[config.mk]
export PLATFORM = sky130hd
export DESIGN_NAME = data_uart_tx_flat
export DESIGN_NICKNAME = d
export VERILOG_FILES = /design/src/rtl/data_uart_tx_if.sv /design/src/rtl/data_uart_tx.sv /design/src/flat_wrapper.sv
export SDC_FILE = /design/constraint.sdc
export NUM_CORES = 1
export LEC_CHECK = 0
export ABC_AREA = 1
export BUFFER_PORTS_ARGS = -buffer_cell sky130_fd_sc_hd__buf_4
export CAP_MARGIN = 20
export CORE_ASPECT_RATIO = 1.5
export CORE_MARGIN = 2
export CORE_UTILIZATION = 45
export CTS_CLUSTER_SIZE = 40
export DETAILED_ROUTE_END_ITERATION = 12
export SYNTH_ARGS = -nofsm -noshare
export SYNTH_HDL_FRONTEND = slang
export SYNTH_SLANG_ARGS = --single-unit
[constraint.sdc]
create_clock -name CLK -period 5.1 [get_ports CLK]
set_input_delay 0.51 -clock CLK [delete_from_list [all_inputs] [get_ports CLK]]
set_output_delay 0.51 -clock CLK [all_outputs]
set_load 0.03 [all_outputs]
[src/rtl/data_uart_tx_if.sv]
// data_uart_tx_if: byte write port between the readout data FIFO and the UART
// framer. The FIFO side drives the write strobe and data; the framer returns
// its full flag so the writer can see refused writes.
interface data_uart_tx_if;
    logic       IN_WR;
    logic [7:0] IN_DATA;
    logic       IN_FULL;

    // Upstream writer
    modport master (
        output IN_WR,
        output IN_DATA,
        input  IN_FULL
    );

    // UART framer
    modport slave (
        input  IN_WR,
        input  IN_DATA,
        output IN_FULL
    );
endinterface

[src/rtl/data_uart_tx.sv]
// data_uart_tx: buffers bytes from the readout FIFO and sends them as framed
// packets (0xA5, LEN, payload, optional checksum) over an 8N1 UART line.
// Build option: define DATA_UART_TX_CHECKSUM_EN to append the mod-256 checksum
// byte (sum of LEN and payload). Without it the frame ends after the payload.
module data_uart_tx #(
    parameter int unsigned CLK_DIV      = 434,
    parameter int unsigned DEPTH        = 64,
    parameter int unsigned MAX_LEN      = 16,
    parameter int unsigned FLUSH_CYCLES = 50000
) (
    input  logic                 CLK,
    input  logic                 RST_N,
    data_uart_tx_if.slave        bus,
    output logic                 UART_TX,
    output logic                 BUSY,
    output logic [15:0]          FRAME_CNT,
    output logic [7:0]           DROP_CNT
);

    localparam int unsigned AW = $clog2(DEPTH);
    localparam int unsigned CW = AW + 1;

    localparam logic [7:0]  SYNC_BYTE = 8'hA5;
    localparam logic [15:0] DIV_LAST  = 16'(CLK_DIV - 1);
    localparam logic [23:0] FLUSH_MAX = 24'(FLUSH_CYCLES);
    localparam logic [CW-1:0] COUNT_FULL = CW'(DEPTH);

    localparam logic [2:0] ST_IDLE = 3'd0;
    localparam logic [2:0] ST_SYNC = 3'd1;
    localparam logic [2:0] ST_LEN  = 3'd2;
    localparam logic [2:0] ST_DATA = 3'd3;
`ifdef DATA_UART_TX_CHECKSUM_EN
    localparam logic [2:0] ST_CSUM = 3'd4;
`endif

    // ---------------------------------------------------------------
    // Byte buffer
    // ---------------------------------------------------------------
    logic [7:0]    r_mem [DEPTH];
    logic [AW-1:0] r_wr_ptr;
    logic [AW-1:0] r_rd_ptr;
    logic [CW-1:0] r_count;
    logic [7:0]    r_rd_data;

    logic w_full;
    logic w_push;
    logic w_pop;

    // ---------------------------------------------------------------
    // Framer / serialiser state
    // ---------------------------------------------------------------
    logic [2:0]  r_state;
    logic [15:0] r_div;
    logic [3:0]  r_bit;
    logic [7:0]  r_byte;
    logic [7:0]  r_len;
    logic [7:0]  r_sent;
    logic        r_tx;
    logic [15:0] r_frame_cnt;
    logic [7:0]  r_drop_cnt;
    logic [23:0] r_timer;
`ifdef DATA_UART_TX_CHECKSUM_EN
    logic [7:0]  r_csum;
    logic [7:0]  w_csum_next;
`endif

    logic       w_start;
    logic [7:0] w_len_start;
    logic       w_bit_end;
    logic       w_last;
    logic [7:0] w_cur_byte;
    logic       w_count_ge_max;

    // Full is a pure decode of the count register so it never depends on IN_WR.
    assign w_full = (r_count == COUNT_FULL);
    assign w_push = bus.IN_WR && !w_full;

    // The payload byte is fetched in the first cycle of each DATA slot, while
    // the start bit is already on the line; it is needed only at the end of
    // that bit, which leaves room for the registered RAM read.
    assign w_pop = (r_state == ST_DATA) && (r_div == 16'd0) && (r_bit == 4'd0);

    // Frame start looks at the count before this cycle's push.
    assign w_count_ge_max = (32'(r_count) >= MAX_LEN);
    assign w_start = (r_state == ST_IDLE) &&
                     (w_count_ge_max || ((r_count != '0) && (r_timer == FLUSH_MAX)));
    assign w_len_start = w_count_ge_max ? 8'(MAX_LEN) : 8'(r_count);

    assign w_bit_end  = (r_div == DIV_LAST);
    assign w_last     = ((r_sent + 8'd1) == r_len);
    // During DATA the shifted byte comes straight from the RAM read register.
    assign w_cur_byte = (r_state == ST_DATA) ? r_rd_data : r_byte;

`ifdef DATA_UART_TX_CHECKSUM_EN
    assign w_csum_next = r_csum + r_rd_data;
`endif

    assign bus.IN_FULL = w_full;
    assign UART_TX     = r_tx;
    assign BUSY        = (r_state != ST_IDLE);
    assign FRAME_CNT   = r_frame_cnt;
    assign DROP_CNT    = r_drop_cnt;

    // RAM storage with registered read; contents need no reset because the
    // pointers and count define which entries are valid.
    always_ff @(posedge CLK) begin
        if (w_push) begin
            r_mem[r_wr_ptr] <= bus.IN_DATA;
        end
        if (w_pop) begin
            r_rd_data <= r_mem[r_rd_ptr];
        end
    end

    // Buffer pointers and occupancy; simultaneous push and pop cancel out.
    always_ff @(posedge CLK or negedge RST_N) begin
        if (!RST_N) begin
            r_wr_ptr <= '0;
            r_rd_ptr <= '0;
            r_count  <= '0;
        end else begin
            if (w_push) begin
                r_wr_ptr <= r_wr_ptr + AW'(1);
            end
            if (w_pop) begin
                r_rd_ptr <= r_rd_ptr + AW'(1);
            end
            case ({w_push, w_pop})
                2'b10:   r_count <= r_count + CW'(1);
                2'b01:   r_count <= r_count - CW'(1);
                default: r_count <= r_count;
            endcase
        end
    end

    // Refused writes are counted, saturating so the count never wraps to a small value.
    always_ff @(posedge CLK or negedge RST_N) begin
        if (!RST_N) begin
            r_drop_cnt <= '0;
        end else if (bus.IN_WR && w_full && (r_drop_cnt != 8'hFF)) begin
            r_drop_cnt <= r_drop_cnt + 8'd1;
        end
    end

    // Idle timer that flushes a short frame once the writer goes quiet.
    always_ff @(posedge CLK or negedge RST_N) begin
        if (!RST_N) begin
            r_timer <= '0;
        end else if (w_push || w_start) begin
            r_timer <= '0;
        end else if ((r_state == ST_IDLE) && (r_count != '0) && (r_timer != FLUSH_MAX)) begin
            r_timer <= r_timer + 24'd1;
        end
    end

    // Frame sequencer and bit serialiser: each byte slot is 10 bits of
    // CLK_DIV cycles, and the next slot's start bit is driven on the same
    // edge that ends the previous stop bit.
    always_ff @(posedge CLK or negedge RST_N) begin
        if (!RST_N) begin
            r_state     <= ST_IDLE;
            r_div       <= '0;
            r_bit       <= '0;
            r_byte      <= '0;
            r_len       <= '0;
            r_sent      <= '0;
            r_tx        <= 1'b1;
            r_frame_cnt <= '0;
`ifdef DATA_UART_TX_CHECKSUM_EN
            r_csum      <= '0;
`endif
        end else begin
            case (r_state)
                ST_IDLE: begin
                    if (w_start) begin
                        r_state <= ST_SYNC;
                        r_byte  <= SYNC_BYTE;
                        r_len   <= w_len_start;
                        r_sent  <= '0;
                        r_div   <= '0;
                        r_bit   <= '0;
                        r_tx    <= 1'b0;
`ifdef DATA_UART_TX_CHECKSUM_EN
                        r_csum  <= '0;
`endif
                    end
                end
                default: begin
                    if (!w_bit_end) begin
                        r_div <= r_div + 16'd1;
                    end else if (r_bit != 4'd9) begin
                        // Next bit: data LSB first, then the stop bit.
                        r_div <= '0;
                        r_bit <= r_bit + 4'd1;
                        r_tx  <= (r_bit == 4'd8) ? 1'b1 : w_cur_byte[r_bit[2:0]];
                    end else begin
                        // End of a byte slot: choose what the next slot carries.
                        r_div <= '0;
                        r_bit <= '0;
                        case (r_state)
                            ST_SYNC: begin
                                r_state <= ST_LEN;
                                r_byte  <= r_len;
                                r_tx    <= 1'b0;
                            end
                            ST_LEN: begin
                                r_state <= ST_DATA;
                                r_tx    <= 1'b0;
`ifdef DATA_UART_TX_CHECKSUM_EN
                                r_csum  <= r_csum + r_len;
`endif
                            end
                            ST_DATA: begin
                                r_sent <= r_sent + 8'd1;
`ifdef DATA_UART_TX_CHECKSUM_EN
                                r_csum <= w_csum_next;
                                r_tx   <= 1'b0;
                                if (w_last) begin
                                    r_state <= ST_CSUM;
                                    r_byte  <= w_csum_next;
                                end
`else
                                if (w_last) begin
                                    r_state     <= ST_IDLE;
                                    r_tx        <= 1'b1;
                                    r_frame_cnt <= r_frame_cnt + 16'd1;
                                end else begin
                                    r_tx <= 1'b0;
                                end
`endif
                            end
`ifdef DATA_UART_TX_CHECKSUM_EN
                            ST_CSUM: begin
                                r_state     <= ST_IDLE;
                                r_tx        <= 1'b1;
                                r_frame_cnt <= r_frame_cnt + 16'd1;
                            end
`endif
                            default: begin
                                r_state <= ST_IDLE;
                                r_tx    <= 1'b1;
                            end
                        endcase
                    end
                end
            endcase
        end
    end

endmodule

[src/flat_wrapper.sv]
// flat-port wrapper written by rule: the top's interface ports become plain ports
module data_uart_tx_flat 
#(
    parameter int unsigned CLK_DIV      = 434,
    parameter int unsigned DEPTH        = 64,
    parameter int unsigned MAX_LEN      = 16,
    parameter int unsigned FLUSH_CYCLES = 50000
)
  (CLK, RST_N, UART_TX, BUSY, FRAME_CNT, DROP_CNT, bus_IN_WR, bus_IN_DATA, bus_IN_FULL);
  data_uart_tx_if bus_i ();
  input  logic CLK;
  input  logic RST_N;
  output logic UART_TX;
  output logic BUSY;
  output logic [15:0] FRAME_CNT;
  output logic [7:0] DROP_CNT;
  input wire logic [$bits(bus_i.IN_WR)-1:0] bus_IN_WR;
  input wire logic [$bits(bus_i.IN_DATA)-1:0] bus_IN_DATA;
  output wire logic [$bits(bus_i.IN_FULL)-1:0] bus_IN_FULL;
  assign bus_i.IN_WR = bus_IN_WR;
  assign bus_i.IN_DATA = bus_IN_DATA;
  assign bus_IN_FULL = bus_i.IN_FULL;
  data_uart_tx #(.CLK_DIV(CLK_DIV), .DEPTH(DEPTH), .MAX_LEN(MAX_LEN), .FLUSH_CYCLES(FLUSH_CYCLES)) u_core (.CLK(CLK), .RST_N(RST_N), .bus(bus_i), .UART_TX(UART_TX), .BUSY(BUSY), .FRAME_CNT(FRAME_CNT), .DROP_CNT(DROP_CNT));
endmodule
---- Word-level counts from Yosys, hierarchy flattened ----
Memories as Yosys holds them, arrays and structs flattened. A register that Yosys moved wholly into a read port is not among the register bits.
Cells that the tools add are included.
word-level totals
  input port bits ......................... 11
  register bits after elaboration ......... 115
  bits in writable memories ............... 512
  memories ................................ 1
memories
  memory        depth  bits a word  rd ports  clocked after Yosys merged registers in  wr ports  RTL line            RTL
  u_core.r_mem  64     8            1         1                                        1         data_uart_tx.sv:39  logic [7:0] r_mem [DEPTH];
cells by class
  $add $sub $neg .......................... 10
  reductions and logical operators ........ 29
  equality and inequality tests ........... 16
  bitwise gates (word level) .............. 2
  muxes and demuxes ....................... 39
  $lt $le $gt $ge ......................... 2
operators with widths
  operator                 count
  $mux W8                  11
  $mux W16                 3
  $mux W24                 2
  $add A16 B1 Y16 const B  2
  $add A24 B1 Y24 const B  1
  $eq A24 B16 Y1 const B   1
  $ne A24 B16 Y1 const B   1
  $add A8 B1 Y8 const B    2
  $eq A16 B9 Y1 const B    1
  $logic_not A16 Y1        1
  $mux W4                  4
  $mux W3                  5
  $pmux W7 S2              1
  $add A6 B1 Y6 const B    2
  $reduce_and A4 Y1        3
  $reduce_bool A2 Y1       5
  $logic_and A1 B1 Y1      9
  $mux W1                  9
  $pmux W3 S3              1
  $eq A8 B8 Y1             1
  $ne A8 B8 Y1 const B     1
  $add A7 B1 Y7 const B    1
  $eq A7 B7 Y1 const B     1
  $ge A7 B5 Y1 const B     1
  24 further kinds         29

---- Longest topological paths before layout ----
Gate-level depths: netlist of the first run.
  depth after elaboration ................. 8
  mapped depth ............................ 18
  mapped depth without buffers ............ 18

---- Worst setup path before layout of the first run ----
OpenSTA, ideal clock, no wires.
  path kind ............................... register -> register
  start ................................... reg u_core.r_state[0]
  end ..................................... reg u_core.r_count[6]
  arrival ................................. 2.866 ns
  period minus slack after synthesis ...... 2.993 ns
  library setup time ...................... 0.126 ns
  slack ................................... 2.107 ns
  stages on the path, launching flop included .. 18
  required time ........................... 4.974 ns
  path buffers ............................ 0
  path through ............................ dfrtp_1 > ha_1 > clkinv_1 > nor4_1 > nand3_1 > inv_1 > ha_1 > inv_1 > fa_1 > inv_1 > nand3_1 > nand2_1 > nand2_1 > nand2_1 > a21oi_1 > xor2_1 > nand2_1 > o21ai_0
on the way
  longest elaborated chain between the ends .. 5
RTL lines
  element                                                   RTL line             RTL
  start, declared                                           data_uart_tx.sv:52   logic [2:0] r_state;
  start signal, assigned                                    data_uart_tx.sv:161  r_state <= ST_IDLE;
  start signal, assigned                                    data_uart_tx.sv:176  r_state <= ST_SYNC;
  start signal, assigned                                    data_uart_tx.sv:202  r_state <= ST_LEN;
  $eq A3 B2 Y1 (*)                                          data_uart_tx.sv:81   assign w_pop = (r_state == ST_DATA) && (r_div == 16'd0) && (r_bit == 4'd0);
  $logic_and A1 B1 Y1 (*) (2 in a row)                      data_uart_tx.sv:81
  via u_core.w_pop                                          data_uart_tx.sv:47   logic w_pop;
  $eq A2 B1 Y1 / $eq A2 B2 Y1 (equally long branches)       data_uart_tx.sv:128  case ({w_push, w_pop})
  $pmux W7 S2 / $reduce_bool A2 Y1 (equally long branches)  --
  end signal, assigned                                      data_uart_tx.sv:129  2'b10: r_count <= r_count + CW'(1);
  end signal, assigned                                      data_uart_tx.sv:130  2'b01: r_count <= r_count - CW'(1);
  end signal, assigned                                      data_uart_tx.sv:131  default: r_count <= r_count;
  end, declared                                             data_uart_tx.sv:42   logic [CW-1:0] r_count;
The timed path passes the listed nets; every way through them passes the cells marked *.
A chain may end at the register's enable or synchronous reset.

---- Worst setup path in the final report of the first run ----
Same ends and word-level chain as after synthesis.

==> results of run 1 <==
## sequential cells by signal, indices dropped and copies added, names as in the netlist
register,flops
u_core.DROP_CNT,8
u_core.FRAME_CNT,16
u_core.UART_TX,1
u_core.r_bit,4
u_core.r_byte,8
u_core.r_count,7
u_core.r_div,16
u_core.r_len,7
u_core.r_mem,512
u_core.r_rd_data,8
u_core.r_rd_ptr,6
u_core.r_sent,8
u_core.r_state,2
u_core.r_timer,24
u_core.r_wr_ptr,6
## power groups by stage
stage / Combinational [mW] / Clock, mW / Sequential (mW)
finish: 0.597 / 4.47 / 5.88
global route: 0.664 / 4.73 / 5.90
CTS: 0.602 / 4.55 / 5.88
detailed placement: 0.600 / 0 / 5.99
global placement: 0.583 / 0 / 5.98
floorplan: 0.326 / 0 / 5.96
## cells in the final DEF, fill, tap and decap left out, types with 3 or more instances in the layout
cell / instances
o31ai_1: 3
nor2_1: 437
o21ai_2: 9
clkbuf_16: 58
or2_2: 9
nor4_1: 3
xor2_1: 33
nand2_1: 340
o211ai_1: 48
nor3b_1: 3
xnor2_1: 13
clkbuf_1: 6
ha_1: 23
inv_1: 120
nand2_2: 8
edfxtp_1: 520
dfrtp_1: 110
a21oi_1: 38
buf_4: 59
clkinv_2: 9
clkinv_1: 19
o221ai_1: 16
inv_6: 3
inv_2: 6
o21ai_0: 291
nand3_2: 4
nand3_1: 178
nor3_1: 21
nor3_2: 4
nand4_1: 63
nor2_4: 6
clkinvlp_4: 5
bufinv_16: 8
o22ai_1: 53
nor2_2: 3
## worst max path at each step
stage	from	endpoint	slack (ns)	depth (start not counted)
2_1_floorplan	u_core.r_state[0]	u_core.r_count[6]	2.11	17
3_3_place_gp	u_core.r_state[0]	u_core.r_count[6]	1.39	17
3_5_place_dp	u_core.r_state[0]	u_core.r_count[6]	1.28	17
4_1_cts	u_core.r_state[0]	u_core.r_count[6]	1.26	17
5_1_grt	u_core.r_state[1]	u_core.r_count[6]	0.96	17
6_report	u_core.r_state[0]	u_core.r_count[6]	1.26	17
## cell type report
class                           count  area (µm²)  share of cell area, %
Timing Repair Buffer               60         463                   1.53
Clock inverter                     42         459                   1.51
Inverter                          132         502                   1.65
Tap cell                          791         990                   3.26
Clock buffer                       64        1470                   4.86
Multi-Input combinational cell   1617        8010                   26.4
Sequential cell                   633       18500                   60.8
## Yosys cell counts (3+ instances only)
cell type  number
a21oi_1        38
buf_1           4
buf_2          38
buf_4           7
buf_6           3
clkbuf_1       71
clkinv_1        5
dfrtp_1       112
edfxtp_1      520
ha_1           23
inv_1         121
inv_2           6
nand2_1       340
nand2_2         8
nand3_1       178
nand3_2         4
nand4_1        63
nor2_1        438
nor2_2          3
nor2_4          5
nor3_1         21
nor3_2          4
nor3b_1         3
nor4_1          3
o211ai_1       48
o21ai_0       291
o21ai_2         9
o221ai_1       16
o22ai_1        53
o31ai_1         3
or2_2           9
xnor2_1        13
xor2_1         33
## logic make-up after synthesis
group	after synthesis	share of synthesized area, %
simple gates	1085	17.0
xor+xnor	46	1.46
compound gates	461	9.46
fa+ha+maj	24	1.12
buf+inv	257	3.87
flops	633	67.0
mux	1	0.0409
## routing by layer
metal | GRT usage (%) | wire, µm | up-vias
met5 | 0 | 0 | -
met4 | 11.1 | 3540 | 0
met3 | 2.77 | 3120 | 148
met2 | 40.5 | 36700 | 522
met1 | 26.2 | 26900 | 9362
li1 | - | - | 8851
## per-stage QoR
step	total power, mW	setup slack (ns)	hold WS (ns)	utilization [%]
after floorplan	6.29	2.11	0.214	-
after global placement	6.57	1.39	0.485	46.7
after detailed placement	6.59	1.28	0.496	46.7
after CTS	11.0	1.26	0.000623	49.9
after global routing	11.3	0.962	0.0360	49.9
final	10.9	1.26	-0.0228	49.9
==> out/qor.yml, run 1 <==
drt_iter0_markers: 1856
synth_nets: 2542
hold_class: "input pin to async pin"
layout-drive-gt1-share_pct: 8.01
clk_pin_slew_ns: 0.07
io_buffer_count: 37
min_period_ns: 3.84
tightest_slew_ns: 1.06
nFillCells: 5347
cp.required_ns: 5.60
swShare_pct: 23.2
yosys_warnings: 0
rr_worst_depth: 17
dp_cells: 3233
cts_tree: "built"
dpl_cell_area_um2: 28400
power_frac_clock_pct: 40.8
failed_checks: "negative hold slack"
syn_area_per_cell_um2: 11.0
yosys_most_used_dff: "edfxtp_1"
startpoint_type: "flop"
hpwlAfterDp_um: 43100
first_global_vias: 18900
hold_violations: 11
synth_enable_flop_cells: 520
final-setup-viol-count: 0
p_per_area_nw_per_um2: 361
ir_worst_vdd_mv: 0.321
cts_setup_buffers: 0
synthToLayoutAreaGrowth_pct: 10.3
track_usage_pct: 22.5
clk-insertion-delay-late_ns: 0.65
seq_area_frac_synth_pct: 67.0
dr.pass1.iters: 6
crit_type: "flop to flop"
fin_crit_sh_pct: 75.3
dr_total_vias: 18900
viasPerCell: 5.66
cts_root_buf: "clkbuf_16"
cpPeakStageDelay_ns: 0.44
skew_ns: 0.0377
crit_buf_inv: 4
cp.arrival_ns: 4.34
critical_path.max_fanout: 13
finalHoldWorstSlack_ns: -0.0228
clk_path_buf_depth: 3
synth_area_leaders: "edfxtp_1, dfrtp_1, nor2_1"
cts_sinks: 633
cp_cell_sequence: "ha_1, clkinv_1, nor4_1, nand3_1, inv_1, ha_1, inv_1, fa_1, inv_1, nand3_1, nand2_1, nand2_1, nand2_1, a21oi_1, xor2_1, nand2_1, o21ai_0"
die_w_um: 206
placementRows: 111
regToRegEndpoint: "u_core.r_count[6]"
cp_common_cell: "nand2_1"
antennaDiodeCount: 0
io_pins: 38
synthCells: 2507
die_area_um2: 63200
final_nets: 2537
die_h_um: 307
rsz0062_at_grt: "no"
finalSetupTns_ns: 0
finalMaxSlewViolations: 0
rr_startpoint: "u_core.r_state[0]"
max_slew_margin_pct: 28.9
p_int_mw: 8.41
synth_cell_type_count: 45
htreeDepth: 2
synthesis.area_um2: 27500
status: "finished with violations"
cts_made_buffers: 58
max_freq_ghz: 0.260
design_area_um2: 30400
routed_wl_um: 70300
ant_nets: 0
comb_power_share_pct: 5.5
rrSetupSlack_ns: 1.26
wl_per_cell_um: 21.1
power.leakage_nw: 10.9
antenna_found_initial: 0
synth_top_area_share_pct: 56.8
drc: 0
coreArea_um2: 60800
power_frac_seq_pct: 53.8
gp_congestion: 0.914
grt_overflow: 0
maxCapViolCount: 0
grt_max_degree: 133
cts_hold_buf: 0
start_util_pct: 45.2
synth_top_area_cell: "edfxtp_1"
synthArstFlopShare_pct: 17.9
slowest_stage: "ha_1"
grt_pass1_wl_um: 109000
fin_cells: 3339
ys_ff_latch: 633
post_cts_resized: 0
p_sw_mw: 2.54
end_kind: "flop"
critPathTopFamily: "adder cells"
No activity file was read; power rests on OpenSTA's default activity.
==> inputs of run 2 (changes only) <==
Clock period 5.1 ns to 3.8 ns, I/O delays scaled along.
==> run 2 against run 1 <==
  * The flow now finishes without violations
  * Sequential cell count unchanged
  * Setup slack got worse by 0.80 ns
  * Via count increased by 1.6%
  * Sequential power increased by 34%
  * Clock power increased by 46%
  * Clock skew decreased by 0.018 ns
  * Combinational power increased by 46%
  * Design area increased by 2.0%
  * Fmax increased by 15%
  * Clock-buffer cell count increased by 3
  * Sequential share of layout area decreased by 1.2 points
  * Critical path type unchanged
  * Largest cell class unchanged
==> out/qor.yml, run 2 (synthesis gave the netlist of run 1 again) <==
status: "finished, final reports clean"
finalPower_mw: 15.3
dpl_cell_area_um2: 28800
drc: 0
track_usage_pct: 22.8
hold_violations: 0
critical_path.endpoint: "u_core.r_count[6]"
max_slew_margin_pct: 34.7
cp.arrival_ns: 3.85
antenna_found_initial: 0
cts_made_buffers: 59
rsz0062_at_grt: "no"
wl_per_cell_um: 21.2
fin_cells: 3391
post-route-util_pct: 50.9
reg.largest.list: "u_core.r_mem: 512 flops, u_core.r_timer: 24 flops"
rrSetupSlack_ns: 0.46
hold_class: "input pin to flop"
placementRows: 111
die_area_um2: 63200
fin_crit_sh_pct: 88.0
cts_tree: "built"
mostFrequentLayoutCells: "edfxtp_1, nor2_1, nand2_1"
crit_buf_inv: 4
antennaDiodeCount: 0
clk-insertion-delay-late_ns: 0.65
largest_reg_flops: 512
ant_nets: 0
die_w_um: 206
start_util_pct: 45.2
htreeDepth: 2
cp_common_cell: "nand2_1"
dp_cells: 3277
timing.final.ws_setup_ns: 0.456
layout-drive-gt1-share_pct: 10.2
grt_overflow: 0
final-setup-viol-count: 0
design_area_um2: 31000
crit_start: "u_core.r_state[1]"
cts_hold_buf: 1
tightest_slew_ns: 0.979
dr_total_vias: 19200
routed_wl_um: 71900
finalHoldWorstSlack_ns: 0.206
drt_iter0_markers: 1739
dpl_worst_slack_ns: 0.436
cts_root_buf: "clkbuf_16"
clk_pin_slew_ns: 0.06
p_per_area_nw_per_um2: 494
maxCapViolCount: 0
max_freq_ghz: 0.299
clk_path_buf_depth: 3
cts_setup_buffers: 0
path_depth: 17
cts_sinks: 633
synthToLayoutAreaGrowth_pct: 12.6
rr_startpoint: "u_core.r_state[1]"
first_global_vias: 19200
layout_commonest_cell: "edfxtp_1"
crit_type: "flop to flop"
power.leakage_nw: 11.3
top_register: "u_core.r_mem"
hpwlAfterDp_um: 44000
dr.pass1.iters: 5
cp_cell_sequence: "ha_1, clkinv_1, nor4_1, nand3_1, inv_1, ha_1, inv_1, fa_1, inv_1, nand3_1, nand2_1, nand2_1, nand2_1, a21oi_1, xor2_1, nand2_1, o21ai_0"
die_h_um: 307
skew_ns: 0.0197
gp_congestion: 0.883
startpoint_type: "flop"
cpPeakStageDelay_ns: 0.45
coreArea_um2: 60800
io_buffer_count: 37
viasPerCell: 5.66
end_kind: "flop"
grt_pass1_wl_um: 110000
ir_worst_vdd_mv: 0.349
finalMaxSlewViolations: 0
post_cts_resized: 0
grt_max_degree: 178
finalSetupTns_ns: 0
critical_path.max_fanout: 13
critPathTopFamily: "adder cells"
io_pins: 38
final_nets: 2584
cp.required_ns: 4.31
rr_worst_depth: 17
regToRegEndpoint: "u_core.r_count[6]"
min_period_ns: 3.34
slowest_stage: "ha_1"
==> run 2: how the worst min path moves through the flow <==
stage          slack (ns)       from                 end  cells past startpoint
3_3_place_gp         0.46      RST_N  u_core.r_timer[17]                      1
4_1_cts              0.18  bus_IN_WR  u_core.r_wr_ptr[0]                      3
6_report             0.21  bus_IN_WR  u_core.r_wr_ptr[0]                      3
2_1_floorplan        0.08      RST_N  u_core.DROP_CNT[0]                      0
5_1_grt              0.21  bus_IN_WR  u_core.r_wr_ptr[0]                      3
3_5_place_dp         0.46      RST_N  u_core.r_timer[17]                      1
==> run 2: routing by layer <==
| metal | vias up | part of all wire [%] | track usage (%) |
|---|---|---|---|
| li1 | 8942 | - | - |
| met1 | 9447 | 38 | 26.4 |
| met2 | 638 | 53 | 41.6 |
| met3 | 166 | 4.8 | 2.90 |
| met4 | 0 | 4.5 | 10.4 |
| met5 | - | 0 | 0 |
==> run 2: power breakdown <==
| part | total [mW] | switching [mW] | internal, mW |
|---|---|---|---|
| clock | 6.54 | 2.68 | 3.86 |
| sequential | 7.90 | 0.124 | 7.78 |
| combinational | 0.871 | 0.675 | 0.196 |
==> run 2: cell type report <==
type / count / area [µm²]
fill: 5320 / 29900
sequential: 633 / 18500
multi-input combinational: 1617 / 8010
clock buffer: 67 / 1570
tap: 791 / 990
timing repair buffer: 106 / 861
clock inverter: 45 / 587
inverter: 132 / 500
==> run 2: worst min-delay path, cell delays in order <==
cell and delay, ns:
buf_4 0.13, o21ai_2 0.19, xor2_1 0.10
